==> src/rtl/spi_rx_pkg.sv <==
// Shared types and sizing helpers for the SPI frame receiver.
package spi_rx_pkg;

  // Receiver sequencing states.
  typedef enum logic [1:0] {
    IDLE   = 2'd0,
    SHIFT  = 2'd1,
    COMMIT = 2'd2
  } state_t;

  // Bit counter width for the default 48-bit frame. The counter must reach
  // FRAME_W+1 so that overlong frames saturate instead of wrapping.
  localparam int FRAME_W_DEFAULT = 48;
  localparam int CNT_W = $clog2(FRAME_W_DEFAULT + 2);

  // Same sizing rule for any frame width, usable from parameterised modules.
  function automatic int cnt_width(input int frame_w);
    return $clog2(frame_w + 2);
  endfunction

endpackage

==> src/rtl/spi_frame_fifo.sv <==
// Small synchronous frame FIFO. Pointers carry an extra wrap bit so full and
// empty are distinguishable without a separate counter. The head word is
// held in a register that always reflects the post-update head, so it is
// valid in the same cycle the FIFO reports non-empty.
module spi_frame_fifo
  import spi_rx_pkg::*;
#(
  parameter int W     = 48,
  parameter int DEPTH = 4
) (
  input  logic                       clk,
  input  logic                       nreset,
  input  logic                       push,
  input  logic                       pop,
  input  logic [W-1:0]               din,
  output logic [W-1:0]               dout,
  output logic                       full,
  output logic                       empty,
  output logic [$clog2(DEPTH):0]     level
);

  localparam int AW = $clog2(DEPTH);

  logic [W-1:0] mem [DEPTH];
  logic [AW:0]  wr_ptr;
  logic [AW:0]  rd_ptr;
  logic [AW:0]  wr_ptr_n;
  logic [AW:0]  rd_ptr_n;
  logic         do_push;
  logic         do_pop;
  logic         empty_n;

  assign empty = (wr_ptr == rd_ptr);
  assign full  = (wr_ptr[AW] != rd_ptr[AW]) &&
                 (wr_ptr[AW-1:0] == rd_ptr[AW-1:0]);
  assign level = wr_ptr - rd_ptr;

  // A pop on an empty FIFO is ignored; a push into a full FIFO only lands
  // when a pop frees a slot in the same cycle.
  assign do_pop   = pop && !empty;
  assign do_push  = push && (!full || do_pop);
  assign wr_ptr_n = wr_ptr + {{AW{1'b0}}, do_push};
  assign rd_ptr_n = rd_ptr + {{AW{1'b0}}, do_pop};
  assign empty_n  = (wr_ptr_n == rd_ptr_n);

  // Storage array; contents need no reset because the pointers gate them.
  always_ff @(posedge clk) begin
    if (do_push) begin
      mem[wr_ptr[AW-1:0]] <= din;
    end
  end

  // Read and write pointers.
  always_ff @(posedge clk) begin
    if (!nreset) begin
      wr_ptr <= '0;
      rd_ptr <= '0;
    end else begin
      wr_ptr <= wr_ptr_n;
      rd_ptr <= rd_ptr_n;
    end
  end

  // Registered head read. When the incoming word becomes the new head it is
  // forwarded directly, since the array write lands at the same edge.
  always_ff @(posedge clk) begin
    if (!nreset) begin
      dout <= '0;
    end else if (empty_n) begin
      dout <= '0;
    end else if (do_push && (wr_ptr[AW-1:0] == rd_ptr_n[AW-1:0])) begin
      dout <= din;
    end else begin
      dout <= mem[rd_ptr_n[AW-1:0]];
    end
  end

endmodule

==> src/rtl/spi_frame_rx.sv <==
// SPI slave frame receiver (CPOL=0). sck, sdi and CE are resynchronised into
// the clk domain, frames are delimited by CE, and only frames with exactly
// FRAME_W bits are queued for the consumer.
//
//   state  | meaning
//   -------+--------------------------------------------------------------
//   IDLE   | CE low (or CE high but its rising edge was not observed)
//   SHIFT  | CE high, shifting one bit per sample edge
//   COMMIT | one cycle after CE fell; length check and push decision
module spi_frame_rx
  import spi_rx_pkg::*;
#(
  parameter int FRAME_W = 48,
  parameter int DEPTH   = 4,
  parameter int CPHA    = 0
) (
  input  logic                       clk,
  input  logic                       nreset,
  input  logic                       sck,
  input  logic                       sdi,
  input  logic                       CE,
  output logic [FRAME_W-1:0]         frame,
  output logic                       frame_valid,
  input  logic                       frame_ready,
  output logic                       len_err,
  output logic                       ovf,
  input  logic                       clr_err,
  output logic [$clog2(DEPTH):0]     level
);

  localparam int CW = cnt_width(FRAME_W);
  localparam logic [CW-1:0] CNT_GOOD = CW'(FRAME_W);
  localparam logic [CW-1:0] CNT_SAT  = CW'(FRAME_W + 1);
  localparam logic [CW-1:0] CNT_ONE  = CW'(1);

  logic sck_meta, sck_s, sck_d;
  logic sdi_meta, sdi_s;
  logic ce_meta, ce_s, ce_d;

  logic sck_rise, sck_fall, sample;
  logic ce_rise;

  state_t state, state_n;
  logic   enter_shift;
  logic   shift_en;

  logic [FRAME_W-1:0] shreg;
  logic [CW-1:0]      bitcnt;

  logic               push_q;
  logic [FRAME_W-1:0] push_data;
  logic               len_bad;
  logic               drop;

  logic fifo_full;
  logic fifo_empty;

  // Two-flop synchronisers plus one history flop each on sck and CE. These
  // are deliberately left out of reset so that a CE already high when reset
  // releases is not mistaken for a fresh rising edge.
  always_ff @(posedge clk) begin
    sck_meta <= sck;
    sck_s    <= sck_meta;
    sck_d    <= sck_s;
    sdi_meta <= sdi;
    sdi_s    <= sdi_meta;
    ce_meta  <= CE;
    ce_s     <= ce_meta;
    ce_d     <= ce_s;
  end

  assign sck_rise = sck_s && !sck_d;
  assign sck_fall = !sck_s && sck_d;
  assign sample   = (CPHA == 0) ? sck_rise : sck_fall;
  assign ce_rise  = ce_s && !ce_d;

  // State register.
  always_ff @(posedge clk) begin
    if (!nreset) begin
      state <= IDLE;
    end else begin
      state <= state_n;
    end
  end

  // Next-state logic and datapath strobes.
  always_comb begin
    state_n  = state;
    shift_en = 1'b0;
    len_bad  = 1'b0;
    case (state)
      IDLE: begin
        if (ce_rise) begin
          state_n = SHIFT;
        end
      end
      SHIFT: begin
        if (!ce_s) begin
          state_n = COMMIT;
        end else if (sample) begin
          shift_en = 1'b1;
        end
      end
      COMMIT: begin
        len_bad = (bitcnt != CNT_GOOD);
        state_n = ce_s ? SHIFT : IDLE;
      end
      default: begin
        state_n = IDLE;
      end
    endcase
  end

  assign enter_shift = (state_n == SHIFT) && (state != SHIFT);

  // Shift register and saturating bit counter, cleared on every frame start.
  always_ff @(posedge clk) begin
    if (!nreset) begin
      shreg  <= '0;
      bitcnt <= '0;
    end else if (enter_shift) begin
      shreg  <= '0;
      bitcnt <= '0;
    end else if (shift_en) begin
      shreg <= {shreg[FRAME_W-2:0], sdi_s};
      if (bitcnt != CNT_SAT) begin
        bitcnt <= bitcnt + CNT_ONE;
      end
    end
  end

  // Capture a good frame in COMMIT so the shifter is free to restart at once.
  always_ff @(posedge clk) begin
    if (!nreset) begin
      push_q    <= 1'b0;
      push_data <= '0;
    end else begin
      push_q <= (state == COMMIT) && (bitcnt == CNT_GOOD);
      if (state == COMMIT) begin
        push_data <= shreg;
      end
    end
  end

  // A full FIFO only drops the frame when the consumer is not popping in the
  // same cycle; a full FIFO is never empty, so frame_ready alone decides.
  assign drop = push_q && fifo_full && !frame_ready;

  // Sticky error flags; a new error takes priority over a clear.
  always_ff @(posedge clk) begin
    if (!nreset) begin
      len_err <= 1'b0;
      ovf     <= 1'b0;
    end else begin
      if (len_bad) begin
        len_err <= 1'b1;
      end else if (clr_err) begin
        len_err <= 1'b0;
      end
      if (drop) begin
        ovf <= 1'b1;
      end else if (clr_err) begin
        ovf <= 1'b0;
      end
    end
  end

  spi_frame_fifo #(
    .W     (FRAME_W),
    .DEPTH (DEPTH)
  ) u_fifo (
    .clk    (clk),
    .nreset (nreset),
    .push   (push_q),
    .pop    (frame_ready),
    .din    (push_data),
    .dout   (frame),
    .full   (fifo_full),
    .empty  (fifo_empty),
    .level  (level)
  );

  assign frame_valid = !fifo_empty;

endmodule

==> config.mk <==
export PLATFORM = sky130hd
export DESIGN_NAME = spi_frame_rx
export DESIGN_NICKNAME = d
export VERILOG_FILES = /design/src/rtl/spi_rx_pkg.sv /design/src/rtl/spi_frame_fifo.sv /design/src/rtl/spi_frame_rx.sv
export SDC_FILE = /design/constraint.sdc
export NUM_CORES = 1
export LEC_CHECK = 0
export BUFFER_PORTS_ARGS = -buffer_cell sky130_fd_sc_hd__buf_4
export CORE_MARGIN = 1
export CORE_UTILIZATION = 55
export CTS_CLUSTER_DIAMETER = 80
export DETAILED_ROUTE_END_ITERATION = 10
export PLACE_DENSITY_LB_ADDON = 0.08
export SYNTH_ARGS = -nofsm -noshare
export SYNTH_HDL_FRONTEND = slang
export SYNTH_SLANG_ARGS = --single-unit
==> constraint.sdc <==
create_clock -name clk -period 7.8 [get_ports clk]
set_clock_uncertainty 0.15 [all_clocks]
set_input_delay 1.17 -clock clk [delete_from_list [all_inputs] [get_ports clk]]
set_output_delay 1.17 -clock clk [all_outputs]
set_load 0.01 [all_outputs]
After elaboration in Yosys (flattened, before gate mapping)
Memory sizes are Yosys's and may differ from the RTL's. A register that Yosys moved wholly into a read port is not among the register bits. Index checks and enable logic that the tools add are counted.

Muxes and demuxes: 13. Divide/modulo/power cells: 0. Equal/unequal tests: 11. Bitwise operators: 1. $add $sub $neg: 4. Shift-type cells: 0. Reduce and logical (&&, ||, !) cells: 21. $mul: 0. Order comparisons: 0.

Operators by type and width (number): 6-bit != test (second input constant) (2); 1-bit 2-to-1 mux (10); 1-bit logical AND (9); 3-bit by 1-bit adder with 3-bit output (2); 6-bit by 1-bit adder with 6-bit output (second input constant) (1); 3-bit == test (2); 6-bit == test (second input constant) (1); 2-bit one-hot mux with 3 select lines (1); 1-bit logical NOT (5); 2-bit by 1-bit == test with 1-bit output (second input constant) (2); 2-bit 2-to-1 mux (2); 2-bit nonzero test (2); 2-bit OR reduction (2); 3-bit subtractor (1); 2-bit == test (1); 2-bit == test (second input constant) (1); 2-bit logical NOT (1); 2-bit by 1-bit != test with 1-bit output (second input constant) (1); 2-bit AND reduction (1); 1-bit logical OR (1); 1-bit != test (1); 1-bit inverter (1).

Memories kept: 1. Bits in latches: 0. Bits in writable memories: 192. Bits in registers: 121. Bits of input ports: 7. ROM bits: 0. Word-level logic and storage cells: 68. Output and inout bits: 54.

Memory list: u_fifo.mem (words 4, width 48, rd ports 1, clocked after Yosys merged registers in 1, write ports 1, RTL line spi_frame_fifo.sv:24) `logic [W-1:0] mem [DEPTH];`.

Longest topological paths before layout
Gate-level depths: netlist of run 1.

Depth after elaboration: 8. Gate-level depth with buffers: 14. Depth with buffers taken out: 11.

Hierarchy
A second synthesis of run 1 with hierarchy kept.

Cells, all modules: 1004. Area, all modules: 13302.8 um^2.

Modules (own cells, without submodules): spi_frame_fifo (cells each 516, instances 1, area an instance 9163.8 um^2); spi_frame_rx (cells each 488, instances 1, area an instance 4139.0 um^2).

Least setup slack after synthesis of run 1
No wires, ideal clock.

Path type: input to register. Start: input port frame_ready. End: memory u_fifo.mem[1][0] (enable). Arrival: 4719 ps. Path buffers: 1. Setup time: 513 ps. Path slack: 2418 ps. Cell stages on the path: 3. Data required time: 7137 ps. Cell sequence: o31ai_4 -> buf_2 -> nor3_1.

Cells in the longest elaborated chain, start to end: 5.

Ends and longest elaborated chain: from (decl) (RTL line spi_frame_rx.sv:24) `input logic frame_ready,`; 1-bit logical AND (RTL line spi_frame_fifo.sv:40) `assign do_pop = pop && !empty;`; 1-bit logical OR (RTL line spi_frame_fifo.sv:41) `assign do_push = push && (!full || do_pop);`; 1-bit logical AND (RTL line spi_frame_fifo.sv:41); 1-bit 2-to-1 mux (RTL line spi_frame_fifo.sv:48) `if (do_push) begin`; 1-bit 2-to-1 mux (not written as such) (RTL line spi_frame_fifo.sv:49) `mem[wr_ptr[AW-1:0]] <= din;`; to (decl) (RTL line spi_frame_fifo.sv:24).

Every way passes these cells.

Worst setup path in the final report of run 1
Start: register u_fifo.wr_ptr[0]. End: register u_fifo.dout[16] (read register of u_fifo.mem).

Cells in the longest elaborated chain, start to end: 8. Elaborated cells on any way between the ends: 12. Those cells by class: add/sub (2); eq/ne (3); reduce/logical (7).

Ends and longest elaborated chain: from (decl) (RTL line spi_frame_fifo.sv:25) `logic [AW:0] wr_ptr;`; from (signal assigned) (RTL line spi_frame_fifo.sv:59) `wr_ptr <= wr_ptr_n;`; 3-bit == test / 2-bit == test (equally long branches) (RTL line spi_frame_fifo.sv:33, spi_frame_fifo.sv:35); 1-bit logical NOT / 1-bit logical AND (equally long branches) (RTL line spi_frame_fifo.sv:40, spi_frame_fifo.sv:34); 1-bit logical AND / 1-bit logical NOT (equally long branches) (RTL line spi_frame_fifo.sv:40, spi_frame_fifo.sv:41); 1-bit logical OR (RTL line spi_frame_fifo.sv:41); 1-bit logical AND (RTL line spi_frame_fifo.sv:41); 3-bit by 1-bit adder with 3-bit output (RTL line spi_frame_fifo.sv:42) `assign wr_ptr_n = wr_ptr + {{AW{1'b0}}, do_push};`; 3-bit == test (RTL line spi_frame_fifo.sv:44) `assign empty_n = (wr_ptr_n == rd_ptr_n);`; 2-bit OR reduction (no line); to (decl) (RTL line spi_frame_fifo.sv:16) `output logic [W-1:0] dout,`.

Parallel ways exist; a longest one is shown, timed or not. A chain may end at the register's enable or synchronous reset.

==> results of run 1 <==
per-stage QoR:
stage | util | hold slack [ns] | cells | total power [mW]
floorplan | - | 0.160 | 997 | 2.04
global placement | 0.592 | 0.161 | 1322 | 2.05
detailed placement | 0.592 | 0.165 | 1322 | 2.05
CTS | 0.642 | 0.178 | 1390 | 3.71
global route | 0.642 | 0.184 | 1390 | 3.79
finish | 0.642 | 0.176 | 1390 | 3.68
power by group through the flow:
stage / Clock (mW) / Combinational [mW] / Sequential, mW
2_1_floorplan: 0 / 0.0167 / 2.03
3_3_place_gp: 0 / 0.0289 / 2.03
3_5_place_dp: 0 / 0.0288 / 2.03
4_1_cts: 1.70 / 0.0287 / 1.98
5_1_grt: 1.78 / 0.0305 / 1.98
6_report: 1.67 / 0.0282 / 1.98
worst register-to-register path, stage by stage, from the launching register on:
cell and delay, ns:
dfxtp_1 0.48, inv_1 0.15, ha_1 0.33, nand2_1 0.11, o31ai_4 0.18, buf_4 0.58, inv_2 0.10, ha_1 0.22
ha_1 0.23, xor2_1 0.18, xnor2_1 0.17, o31ai_4 0.20, buf_4 0.39, a21oi_1 0.10
registers in the layout (all words and copies together), names as in the netlist:
signal and count:
state 2, shreg 48, sck_meta 1, sck_d 1, ce_s 1, ce_meta 1, ce_d 1, u_fifo.mem 192
u_fifo.rd_ptr 3, sck_s 1, push_data 48, sdi_meta 1, len_err 1, u_fifo.dout 48, bitcnt 6, push_q 1
sdi_s 1, u_fifo.wr_ptr 3, ovf 1
synth_stat cells, drive strengths merged, types with 2 or more instances:
cell type	instances	area, um^2
inv	9	33.8
a21boi	48	360
or3	3	18.8
o21ai	53	265
dfxtp	169	3380
nor2	4	15.0
nand2	195	732
ha	9	113
and2	8	50.1
o31ai	2	33.8
clkbuf	45	174
xor2	6	52.6
nand3	51	255
a21oi	101	505
buf	24	146
nor3	5	25.0
nand2b	3	18.8
nor2b	5	31.3
mux4	48	1080
xnor2	6	60.1
edfxtp	192	5770
kinds of logic after synthesis:
group	Yosys count	synth area share
muxes	49	0.0825
DFF	361	0.692
and+or+nand+nor	281	0.0908
adders and majority gates	10	0.0100
xor gates and xnor gates	12	0.00852
buffers and inverters	78	0.0268
AOI/OAI and AO/OA	206	0.0893
final cells by class:
class	instances	area, um^2
Clock buffer	56	1110
Fill cell	1851	8430
Timing Repair Buffer	75	563
Inverter	9	33.8
Clock inverter	12	62.6
Sequential cell	361	9150
Tap cell	319	399
Multi-Input combinational cell	558	3790
per-layer routing:
metal / vias to the layer above / share of wire / GRT usage
met3: 39 / 0.043 / 0.0366
met5: - / 0 / 0
met2: 171 / 0.50 / 0.390
li1: 3682 / - / -
met1: 3855 / 0.43 / 0.302
met4: 0 / 0.019 / 0.0633
path summary, 6_finish.rpt:
| kind | slack (ns) | endpoint | from | depth (start not counted) |
|---|---|---|---|---|
| worst max register to register | 4.08 | u_fifo.dout[16] | u_fifo.wr_ptr[0] | 13 |
| worst max-delay path | 4.08 | u_fifo.dout[16] | u_fifo.wr_ptr[0] | 13 |
| worst min register to register | 0.18 | ce_s | ce_meta | 0 |
| worst min-delay path | 0.18 | ce_s | ce_meta | 0 |
==> qor.txt, run 1 <==
Row count -> 56
Drt first pass iters -> 5
Initial Utilization -> 0.562
Dpl ws -> 3.82 ns
Leak pwr -> 5.00 nW
Core footprint -> 23500 um^2
Chip height -> 157 um
Measured slew at the worst slew-check pin -> 1.09 ns
Final worst setup slack -> 4.08 ns
Antenna diodes -> 0
Reg clk slew, reported paths -> 0.06 ns
Io pins -> 61
#FFs+latches synth -> 361
Clock buffer depth -> 3
Vias in the first global route -> 7779
Number of synthesized flops with an enable pin -> 192
Clock share of power -> 0.453
Power per cell area -> 244 nW/um^2
CTS tree -> built
Min cycle time layout -> 3.72 ns
Synth Flop Type -> edfxtp_1
Synth Instances -> 997
# clock sinks -> 361
Layout cells sized above 1 -> 0.179
P_sw -> 0.705 mW
Drt via density -> 5.57
Setup TNS -> 0 ns
Gpl congestion -> 0.744
GR Util All Layers -> 0.228
Fin area -> 15100 um^2
Max_cap viols -> 0
Worst Path Buf+Inv -> 4
Post-synthesis cell type count -> 40
Top Family by Delay on Critical Path -> buffers and inverters
Number of CTS-inserted buffers -> 37
Max-slew violations -> 0
Post-DP Area -> 13900 um^2
Max incr delay on CP -> 0.58 ns
Seq/Total Area, Yosys -> 0.692
VDD IR max -> 0.191 mV
Kind of critical path -> flop to flop
Max Freq -> 0.269 GHz
# setup viols final -> 0
GRT overflow -> 0
Area growth, synth to finish -> 14.3%
Final WL -> 26.8 mm
CP max FO -> 53
Port bufs -> 60
Worst-Skew Late Latency -> 0.51 ns
Commonest non-fill, non-tap cell in the layout -> nand2_1
Worst path required time -> 8.02 ns
CTS resizes -> 0
Synthesized Nets -> 1014
Die area -> 24700 um^2
First-iteration detailed-routing DRC count -> 516
Initial antenna violation count -> 0
Fin crit share -> 0.476
Drt wl/cell -> 19.3 um
H-tree depth -> 2
Fin nets -> 1059
Worst Setup End Kind -> flop
CP cell instances -> inv_1 -> ha_1 -> nand2_1 -> o31ai_4 -> buf_4 -> inv_2 -> ha_1 -> ha_1 -> xor2_1 -> xnor2_1 -> o31ai_4 -> buf_4 -> a21oi_1
Largest net degree at the start of global routing -> 62
Post-synthesis cell area -> 13200 um^2
Slew headroom -> 0.274
Remaining antenna violation count -> 0
Worst hold path type -> flop to flop
Drc violations -> 0
Total number of vias -> 7747
Post-detail-place hpwl -> 13.6 mm
Critical Path AT -> 3.94 ns
Status -> completed
CP most frequent cell -> ha_1
Hold Vio Cnt, Final -> 0
Avg Cell Area, Syn -> 13.3 um^2
Kind of start point of the critical path -> flop
Switching share of power -> 0.191
YS warnings -> 0
Die width -> 157 um
Worst path slowest cell -> buf_4
Sequential Power Share -> 0.539
CTS root buf -> clkbuf_16
Hold_buf cts -> 0
Ys async rst share -> 0
Setup Buffers After CTS -> 0
Int Pwr -> 2.98 mW
Combinational group share of total power -> 0.008
Most frequent cells in the layout -> nand2_1 (194), edfxtp_1 (192), dfxtp_1 (169), a21oi_1 (101), buf_4 (75)
First-pass GRT wire length -> 42.6 mm
Unrepaired setup endpoints after global routing -> no
No activity file was read; power rests on OpenSTA's default activity.
==> inputs of run 2 (changes only) <==
clock period = 3.3 ns   (was 7.8 ns; I/O delays follow)
==> run 2 against run 1 <==
Critical path depth decreased by 3. Sequential share of layout area decreased by 0.77 points. First-iteration DRC count increased by 7.4%. Non-clock buffer count increased by 11. Count of clock-buffer cells in the layout increased by 4. Core utilization increased by 0.83 points. Critical path type unchanged. Largest cell class unchanged.
==> qor.txt, run 2 (synthesis gave the netlist of run 1 again) <==
Status -> completed
GRT overflow -> 0 (unchanged)
Kind of critical path -> flop to flop
Unrepaired setup endpoints after global routing -> no
Min cycle time layout -> 2.97 ns (-0.747 ns)
Drt first pass iters -> 5 (unchanged)
Leak pwr -> 5.09 nW (+1.7%)
Setup TNS -> 0 ns (unchanged)
Chip height -> 157 um (unchanged)
Fin crit share -> 0.900 (+0.423)
Initial antenna violation count -> 0 (unchanged)
Worst Setup End Kind -> flop
First-pass GRT wire length -> 41.8 mm (-1.9%)
Critical Path AT -> 3.25 ns (-0.69 ns)
Antenna diodes -> 0 (unchanged)
CTS tree -> built
GR Util All Layers -> 0.223 (-0.00449)
Core footprint -> 23500 um^2 (unchanged)
Power per cell area -> 569 nW/um^2 (+130%)
Number of CTS-inserted buffers -> 36 (-2.7%)
Final instance count without filler cells -> 1397 (+0.50%)
Crit path launch -> u_fifo.wr_ptr[1]
CP max FO -> 48 (-9.4%)
Drt wl/cell -> 19.0 um (-1.5%)
First-iteration detailed-routing DRC count -> 554 (+7.4%)
Commonest non-fill, non-tap cell in the layout -> nand2_1
Max_cap viols -> 0 (unchanged)
Largest net degree at the start of global routing -> 53 (-15%)
Io pins -> 61 (unchanged)
Row count -> 56 (unchanged)
Final worst setup slack -> 0.331 ns (-3.75 ns)
H-tree depth -> 2 (unchanged)
Gpl congestion -> 0.769 (+3.3%)
FF-to-FF Start -> u_fifo.wr_ptr[1]
Slew headroom -> 0.425 (+0.151)
Hold_buf cts -> 3 (+3)
Dpl cells -> 1330 (+0.61%)
Area growth, synth to finish -> 15.8%
VDD IR max -> 0.466 mV (+140%)
Hold Vio Cnt, Final -> 0 (unchanged)
Number of flip-flops in the largest register -> 192 (unchanged)
Worst min-delay path startpoint -> clr_err
Most frequent cells in the layout -> nand2_1 (195), edfxtp_1 (192), dfxtp_1 (169), a21oi_1 (101), buf_4 (75)
Kind of start point of the critical path -> flop
Max incr delay on CP -> 0.53 ns (-0.05 ns)
# clock sinks -> 361 (unchanged)
CTS root buf -> clkbuf_16
Fin nets -> 1069 (+0.94%)
Measured slew at the worst slew-check pin -> 0.859 ns (-0.229 ns)
Reg clk slew, reported paths -> 0.06 ns (about the same)
Die area -> 24700 um^2 (unchanged)
Vias in the first global route -> 7730 (-0.63%)
Worst path slowest cell -> dfxtp_1
CP cell instances -> ha_1 -> nand3_1 -> and2_1 -> ha_4 -> ha_2 -> xnor2_1 -> nand2_1 -> buf_4 -> o21ai_0 -> a21oi_1
Clock buffer depth -> 3 (unchanged)
Worst hold path type -> input port to flop
# setup viols final -> 0 (unchanged)
Setup Buffers After CTS -> 0 (unchanged)
Total number of vias -> 7832 (+1.1%)
Initial Utilization -> 0.562 (unchanged)
Remaining antenna violation count -> 0 (unchanged)
Dpl ws -> 0.409 ns (-3.41 ns)
Post-detail-place hpwl -> 13.4 mm (-1.6%)
Final WL -> 26.6 mm (-1.0%)
Max-slew violations -> 0 (unchanged)
Max Freq -> 0.337 GHz (+25%)
CTS resizes -> 0 (unchanged)
Drt via density -> 5.61 (+0.59%)
Post-DP Area -> 14100 um^2 (+1.3%)
Layout cells sized above 1 -> 0.184 (+0.00440)
Fin area -> 15300 um^2 (+1.3%)
Worst path required time -> 3.58 ns (-4.44 ns)
Die width -> 157 um (unchanged)
Drc violations -> 0 (unchanged)
Port bufs -> 60 (unchanged)
Worst-Skew Late Latency -> 0.51 ns (about the same)
[run 2: cell types whose count changed in the layout (fill, tap and decap cells not counted), sizes merged]
cell         before  now
clkinv           10    3
clkbuf           56   60
dlygate4sd3       0    3
bufinv            0    1
inv              11    9
buf              75   83
[run 2: worst max-delay path, delay by kind of cell, from the launching register on]
kind | cells | cell delay (ns)
flops | 1 | 0.53
buf+inv | 1 | 0.52
fa+ha+maj | 3 | 0.76
compound gates | 2 | 0.39
xor+xnor | 1 | 0.15
simple gates | 3 | 0.38
[run 2: path summary, 6_finish.rpt]
kind                                   endpoint  slack [ns]  cells past startpoint
worst max-delay path            u_fifo.dout[43]        0.33                     10
worst min-delay path                        ovf        0.15                      4
worst max register to register  u_fifo.dout[43]        0.33                     10
worst min register to register             ce_s        0.18                      0
[run 2: area by class of cell]
type / instances / area (um^2)
Clock buffer: 60 / 1110
Clock inverter: 4 / 45.0
Fill cell: 1796 / 8240
Inverter: 9 / 33.8
Multi-Input combinational cell: 558 / 3810
Sequential cell: 361 / 9150
Tap cell: 319 / 399
Timing Repair Buffer: 86 / 753
[run 2: stage by stage]
| step | hold slack, ns | power [mW] | util |
|---|---|---|---|
| global route | 0.152 | 8.94 | 0.650 |
| floorplan | 0.160 | 4.83 | - |
| finish | 0.155 | 8.70 | 0.650 |
| global placement | 0.161 | 4.86 | 0.600 |
| detailed placement | 0.165 | 4.86 | 0.600 |
| CTS | 0.136 | 8.78 | 0.650 |
[run 2: per-layer routing]
metal,share of wire,wire length (um),vias up,global-route usage
met5,0,0,-,0
met3,0.045,1200,37,0.0363
met4,0.019,499,0,0.0712
met2,0.49,12900,197,0.374
met1,0.45,11900,3901,0.299
li1,-,-,3697,-
[run 2: where the power goes]
group	internal, mW	total [mW]	switching [mW]	leakage (nW)
logic	0.0220	0.0708	0.0487	1.38
registers	4.69	4.69	0.00315	3.14
clock network	2.38	3.94	1.56	0.571
